`src/rtl/un_striping_pkg.sv`:
```
// Shared types and constants for the lane un-striping path: state encoding and word geometry.
package un_striping_pkg;

  localparam int LANE_W   = 32;
  localparam int LANE_CNT = 2;

  typedef logic [LANE_W-1:0] word_t;

  typedef enum logic [1:0] {
    ST_ALIGN  = 2'd0,
    ST_RUN    = 2'd1,
    ST_RESYNC = 2'd2
  } state_t;

endpackage

```
`src/rtl/unstripe_lane_fifo.sv`:
```
// Per-lane synchronous FIFO with push/pop/flush; pointers carry an extra wrap bit so
// full and empty are distinguished without a separate occupancy counter.
module unstripe_lane_fifo
  import un_striping_pkg::*;
#(
  parameter int DEPTH = 4
) (
  input  logic  clk_2f,
  input  logic  reset,
  input  logic  push,
  input  word_t wr_data,
  input  logic  pop,
  input  logic  flush,
  output word_t rd_data,
  output logic  full,
  output logic  empty
);

  localparam int AW = $clog2(DEPTH);

  logic [AW:0] wr_ptr;
  logic [AW:0] rd_ptr;
  word_t       mem [DEPTH];

  assign empty   = (wr_ptr == rd_ptr);
  assign full    = (wr_ptr[AW] != rd_ptr[AW]) && (wr_ptr[AW-1:0] == rd_ptr[AW-1:0]);
  assign rd_data = mem[rd_ptr[AW-1:0]];

  // NOTE: sequential state uses non-blocking assignments so every flop samples pre-edge values.
  always_ff @(posedge clk_2f) begin
    if (reset || flush) begin
      wr_ptr <= '0;
      rd_ptr <= '0;
    end else begin
      if (push) wr_ptr <= wr_ptr + (AW+1)'(1);
      if (pop)  rd_ptr <= rd_ptr + (AW+1)'(1);
    end
  end

  // NOTE: storage is deliberately not reset; the pointers alone decide which entries are valid.
  always_ff @(posedge clk_2f) begin
    if (push) mem[wr_ptr[AW-1:0]] <= wr_data;
  end

endmodule

```
`src/rtl/unstripe_lane_scheduler.sv`:
```
// Re-merges two striped 32-bit lanes into one ordered stream (lane 0, lane 1, ...) with
// alignment FSM, per-lane FIFOs and output backpressure. Optional stats: UNSTRIPE_STATS_EN.
module unstripe_lane_scheduler
  import un_striping_pkg::*;
#(
  parameter int DEPTH     = 4,
  parameter int STALL_MAX = 8
) (
  input  logic              clk_2f,
  input  logic              reset,
  input  logic [LANE_W-1:0] lane_0,
  input  logic              valid_0,
  input  logic [LANE_W-1:0] lane_1,
  input  logic              valid_1,
  input  logic              out_ready,
  output logic [LANE_W-1:0] data_out,
  output logic              valid_out,
  output logic              aligned,
  output logic [1:0]        overflow,
  output logic              lane_err,
  output logic [15:0]       words_out,
  output logic [7:0]        resyncs
);

  localparam int SW = $clog2(STALL_MAX + 1);

  state_t              state_q, state_d;
  logic                exp_q, exp_d;
  logic [SW-1:0]       stall_q, stall_d;

  word_t               lane_data [LANE_CNT];
  word_t               rd_data   [LANE_CNT];
  logic [LANE_CNT-1:0] lane_valid;
  logic [LANE_CNT-1:0] full, empty, push, pop, drop;
  logic                flush, load, xfer, out_free, resync_entry;

  assign lane_data[0] = lane_0;
  assign lane_data[1] = lane_1;
  assign lane_valid   = {valid_1, valid_0};

  assign xfer         = valid_out && out_ready;
  assign out_free     = !valid_out || xfer;
  assign aligned      = (state_q == ST_RUN);
  assign resync_entry = (state_d == ST_RESYNC) && (state_q != ST_RESYNC);

  // Lanes cannot be throttled: a word either lands in its FIFO or is counted as dropped.
  // Words arriving during the flush cycle are discarded without flagging overflow.
  always_comb begin
    for (int i = 0; i < LANE_CNT; i++) begin
      push[i] = lane_valid[i] && (!full[i] || pop[i]) && !flush;
      drop[i] = lane_valid[i] && !push[i] && !flush;
    end
  end

  for (genvar g = 0; g < LANE_CNT; g++) begin : g_fifo
    unstripe_lane_fifo #(.DEPTH(DEPTH)) u_fifo (
      .clk_2f  (clk_2f),
      .reset   (reset),
      .push    (push[g]),
      .wr_data (lane_data[g]),
      .pop     (pop[g]),
      .flush   (flush),
      .rd_data (rd_data[g]),
      .full    (full[g]),
      .empty   (empty[g])
    );
  end

  // NOTE: every signal written here gets a default first, so no path can infer a latch.
  always_comb begin
    state_d = state_q;
    exp_d   = exp_q;
    stall_d = stall_q;
    pop     = '0;
    flush   = 1'b0;
    load    = 1'b0;
    case (state_q)
      ST_ALIGN: begin
        exp_d = 1'b0;
        if (!empty[0]) state_d = ST_RUN;
      end
      ST_RUN: begin
        if (!empty[exp_q] && out_free) begin
          pop[exp_q] = 1'b1;
          load       = 1'b1;
          exp_d      = ~exp_q;
          stall_d    = '0;
        end else if (empty[exp_q] && !empty[~exp_q]) begin
          // The other lane has data but ours does not: count toward a resync.
          stall_d = stall_q + SW'(1);
          if (stall_d == SW'(STALL_MAX)) state_d = ST_RESYNC;
        end
      end
      ST_RESYNC: begin
        flush   = 1'b1;
        stall_d = '0;
        exp_d   = 1'b0;
        state_d = ST_ALIGN;
      end
      default: state_d = ST_ALIGN;
    endcase
  end

  always_ff @(posedge clk_2f) begin
    if (reset) begin
      state_q   <= ST_ALIGN;
      exp_q     <= 1'b0;
      stall_q   <= '0;
      data_out  <= '0;
      valid_out <= 1'b0;
      overflow  <= '0;
      lane_err  <= 1'b0;
    end else begin
      state_q  <= state_d;
      exp_q    <= exp_d;
      stall_q  <= stall_d;
      overflow <= overflow | drop;
      lane_err <= resync_entry;
      if (load) begin
        data_out  <= rd_data[exp_q];
        valid_out <= 1'b1;
      end else if (out_free) begin
        data_out  <= '0;
        valid_out <= 1'b0;
      end
    end
  end

`ifdef UNSTRIPE_STATS_EN
  always_ff @(posedge clk_2f) begin
    if (reset) begin
      words_out <= '0;
      resyncs   <= '0;
    end else begin
      if (xfer) words_out <= words_out + 16'd1;
      if (resync_entry && resyncs != 8'hFF) resyncs <= resyncs + 8'd1;
    end
  end
`else
  assign words_out = '0;
  assign resyncs   = '0;
`endif

endmodule
```
`config.mk`:
```
export PLATFORM = sky130hd
export DESIGN_NAME = unstripe_lane_scheduler
export DESIGN_NICKNAME = d
export VERILOG_FILES = /design/src/rtl/un_striping_pkg.sv /design/src/rtl/unstripe_lane_fifo.sv /design/src/rtl/unstripe_lane_scheduler.sv
export SDC_FILE = /design/constraint.sdc
export NUM_CORES = 1
export LEC_CHECK = 0
export CORE_ASPECT_RATIO = 0.8
export CORE_MARGIN = 1.5
export CORE_UTILIZATION = 55
export CTS_CLUSTER_SIZE = 28
export DETAILED_ROUTE_END_ITERATION = 6
export GPL_ROUTABILITY_DRIVEN = 0
export GPL_TIMING_DRIVEN = 0
export PLACE_DENSITY = 0.78
export SYNTH_ARGS = -nofsm -noshare
export SYNTH_HDL_FRONTEND = slang
export SYNTH_SLANG_ARGS = --single-unit
```
`constraint.sdc`:
```
create_clock -name clk_2f -period 3.27 [get_ports clk_2f]
set_input_delay 0.654 -clock clk_2f [delete_from_list [all_inputs] [get_ports clk_2f]]
set_output_delay 0.654 -clock clk_2f [all_outputs]
set_load 0.005 [all_outputs]
```
==> impl_metrics.csv <==
group,metric,value,unit
outcome,status,"complete, no violations",
global_routing,overflow,0,
sta,fin_skew,12.1,ps
routing,ant_nets,0,
global_routing,antenna_found_initial,3,
setup_path,timing.rr.end,"g_fifo[0].u_fifo.mem[2][4]",
synthesis,yosysTopAreaCellShare,0.632,
synthesis,synth_top_area_cell,"edfxtp_1",
global_routing,track_usage,0.230,
power,p_per_area,623,nW/um2
routing,drtPass1Iterations,5,
floorplan,die_width,169,um
sta,max_freq,0.327,GHz
power,power,9190,uW
sta,period_share,0.935,
setup_path,cp_cell_sequence,"inv_1, ha_1, or2b_1, a311oi_4, o21a_4, and2_2, buf_16",
setup_path,worst_r2r_path_depth,7,
setup_path,critPathRequiredTime,3520,ps
synthesis,synth_cells,671,
clock_network,cts_resized,0,
sta,hold_slack,455,ps
final_layout,layout-drive-gt1-share,0.195,
final_layout,fin_nets,917,
setup_path,regToRegStartpoint,"state_q[1]",
final_layout,area_growth,21.1,%
synthesis,syn_area,12200,um2
floorplan,fp.coreArea,21600,um2
setup_path,worstSetupEndpointType,"flop",
sta,period_minus_slack,3060,ps
setup_path,r2r_slack,210,ps
sta,final_max_slew_viol_count,0,
clock_network,cts_sinks,315,
synthesis,async_flop_share,0,
clock_network,h-tree-depth,1,
floorplan,start_util,0.563,
setup_path,cp.arrival,3300,ps
sta,tightest_slew,810,ps
final_layout,final_cell_mix,"256 x edfxtp_1, 104 x clkdlybuf4s50_1, 64 x mux4_2",
floorplan,ios,130,
synthesis,ys_ff_latch,315,
setup_path,slowest_delay,610,ps
floorplan,dieArea,23000,um2
setup_path,startpoint,"state_q[1]",
clock_network,insertion_delay,550,ps
routing,wire_per_inst,22.5,um
placement,portBuffers,104,
routing,drt-vias-per-instance,5.84,
power,leakage,0.00485,uW
floorplan,die_y,136,um
synthesis,ys_warn_count,0,
clock_network,cts_buffer_depth,3,
clock_network,numCtsBuffers,29,
sta,fin_ws,212,ps
sta,grt_setup_unrepaired,"false",
routing,drcViolationCount,0,
final_layout,layout_commonest_cell,"edfxtp_1",
global_routing,grt_pass1_wl,39.2,mm
routing,num_vias,6623,
synthesis,synth_edf_count,256,
setup_path,path_class,"flop to flop",
sta,hold_viol,0,
final_layout,fillerInstances,1373,
power,vdd_ir_drop_max,0.457,mV
hold_path,min_path_type,"flop to flop",
clock_network,post-cts-setup-buffer-count,0,
setup_path,endpoint,"g_fifo[0].u_fifo.mem[2][4]",
clock_network,cts_tree,"done",
synthesis,netlist-cell-type-count,44,
synthesis,ys_seq_area_frac,0.729,
global_routing,grt_pass1_vias,6895,
setup_path,critPathSlowestCell,"a311oi_4",
flow_run,maxCapViolCount,0,
placement,dpl.hpwl,16.4,mm
setup_path,startpoint_type,"flop",
clock_network,clockRootBuffer,"clkbuf_16",
placement,place_ws,-361,ps
synthesis,syn_avg_cell_area,18.1,um2
global_routing,grt_max_degree,34,
routing,drt_iter0_drc,831,
sta,setup_viol,0,
synthesis,dominantRegCellSynth,"edfxtp_1",
synthesis,ys_top_cells_by_area,"edfxtp_1 63%, mux4_2 12%, dfxtp_1 9.7%",
floorplan,row_count,48,
clock_network,cts_hold_buf,0,
setup_path,crit_path_max_fanout,17,
clock_network,clk_pin_slew,60,ps
routing,drt-total-wl,25.6,mm
sta,slew_headroom,0.460,
layout make-up:
type,instances,area [um2],area share
inverter,7,26.3,0.00178
clock buffer,44,842,0.0571
multi-input combinational,317,3040,0.206
antenna,3,7.51,0.000509
clock inverter,10,133,0.00900
timing repair buffer,109,1150,0.0779
buffer,55,332,0.0225
sequential,315,8870,0.602
tap,275,344,0.0233
where the power goes:
part	switching [uW]	total [uW]	internal, uW
Combinational	586	1110	528
Clock	1410	3420	2010
Sequential	88.6	4650	4560
Yosys cell counts, drive strengths merged (4+ instances only):
master / count
a21oi: 38
a22oi: 32
a31oi: 4
and2: 5
and3: 6
buf: 37
clkbuf: 18
dfxtp: 59
edfxtp: 256
ha: 14
inv: 7
mux2i: 5
mux4: 64
nand2: 43
nand2b: 4
nand3: 7
nor2: 20
nor2b: 5
nor3: 4
o21ai: 5
xnor2: 12
xor2: 7
kinds of logic (layout without fill, tap and decap cells):
| group | Yosys count | after routing | synth area share |
|---|---|---|---|
| AO/OA/AOI/OAI | 90 | 90 | 0.0520 |
| other | 1 | 27 | 0.000308 |
| multiplexers | 69 | 69 | 0.123 |
| XOR/XNOR | 19 | 19 | 0.0137 |
| adder cells (fa/ha/maj) | 14 | 14 | 0.0144 |
| buffers and inverters | 62 | 225 | 0.0294 |
| AND/OR/NAND/NOR | 101 | 101 | 0.0389 |
| flip-flops | 315 | 315 | 0.729 |
how the worst min path moves through the flow:
stage | startpoint | to | slack [ps] | cells after the start
floorplan | data_out[0] | data_out[0] | 450 | 2
global placement | data_out[22] | data_out[22] | 450 | 2
detailed placement | data_out[21] | data_out[21] | 450 | 2
CTS | data_out[19] | data_out[19] | 460 | 2
global route | data_out[19] | data_out[19] | 470 | 2
finish | data_out[19] | data_out[19] | 460 | 2
stage by stage:
step                TNS (ps)  instance area (um2)  cells   util
global placement     -155690                13600   1073  0.631
CTS                        0                14700   1132  0.681
floorplan                  0                12300    694      -
global route               0                14700   1133  0.682
detailed placement    -27300                13800   1078  0.636
finish                     0                14700   1135  0.682
worst max-delay path: cells and delay by family (launching register included):
kind                       cells  cell delay (ps)
buffers and inverters          2              340
adders and majority gates      1              340
DFF                            1              350
and+or+nand+nor                2              810
AOI/OAI and AO/OA              2              890
flip-flops by register name, summed over array words and instances (netlist names), named ones only:
register	cells
data_out	32
g_fifo.u_fifo.wr_ptr	6
state_q	2
valid_out	1
g_fifo.u_fifo.mem	256
overflow	2
g_fifo.u_fifo.rd_ptr	6
stall_q	4
exp_q	1
lane_err	1
routing by layer:
| metal | track usage | vias to the layer above | routed length [um] |
|---|---|---|---|
| li1 | - | 2925 | - |
| met3 | 0.0463 | 37 | 2050 |
| met2 | 0.378 | 315 | 12300 |
| met5 | 0 | - | 0 |
| met1 | 0.318 | 3346 | 10700 |
| met4 | 0.0634 | 0 | 503 |
No activity file was read; power rests on OpenSTA's default activity.
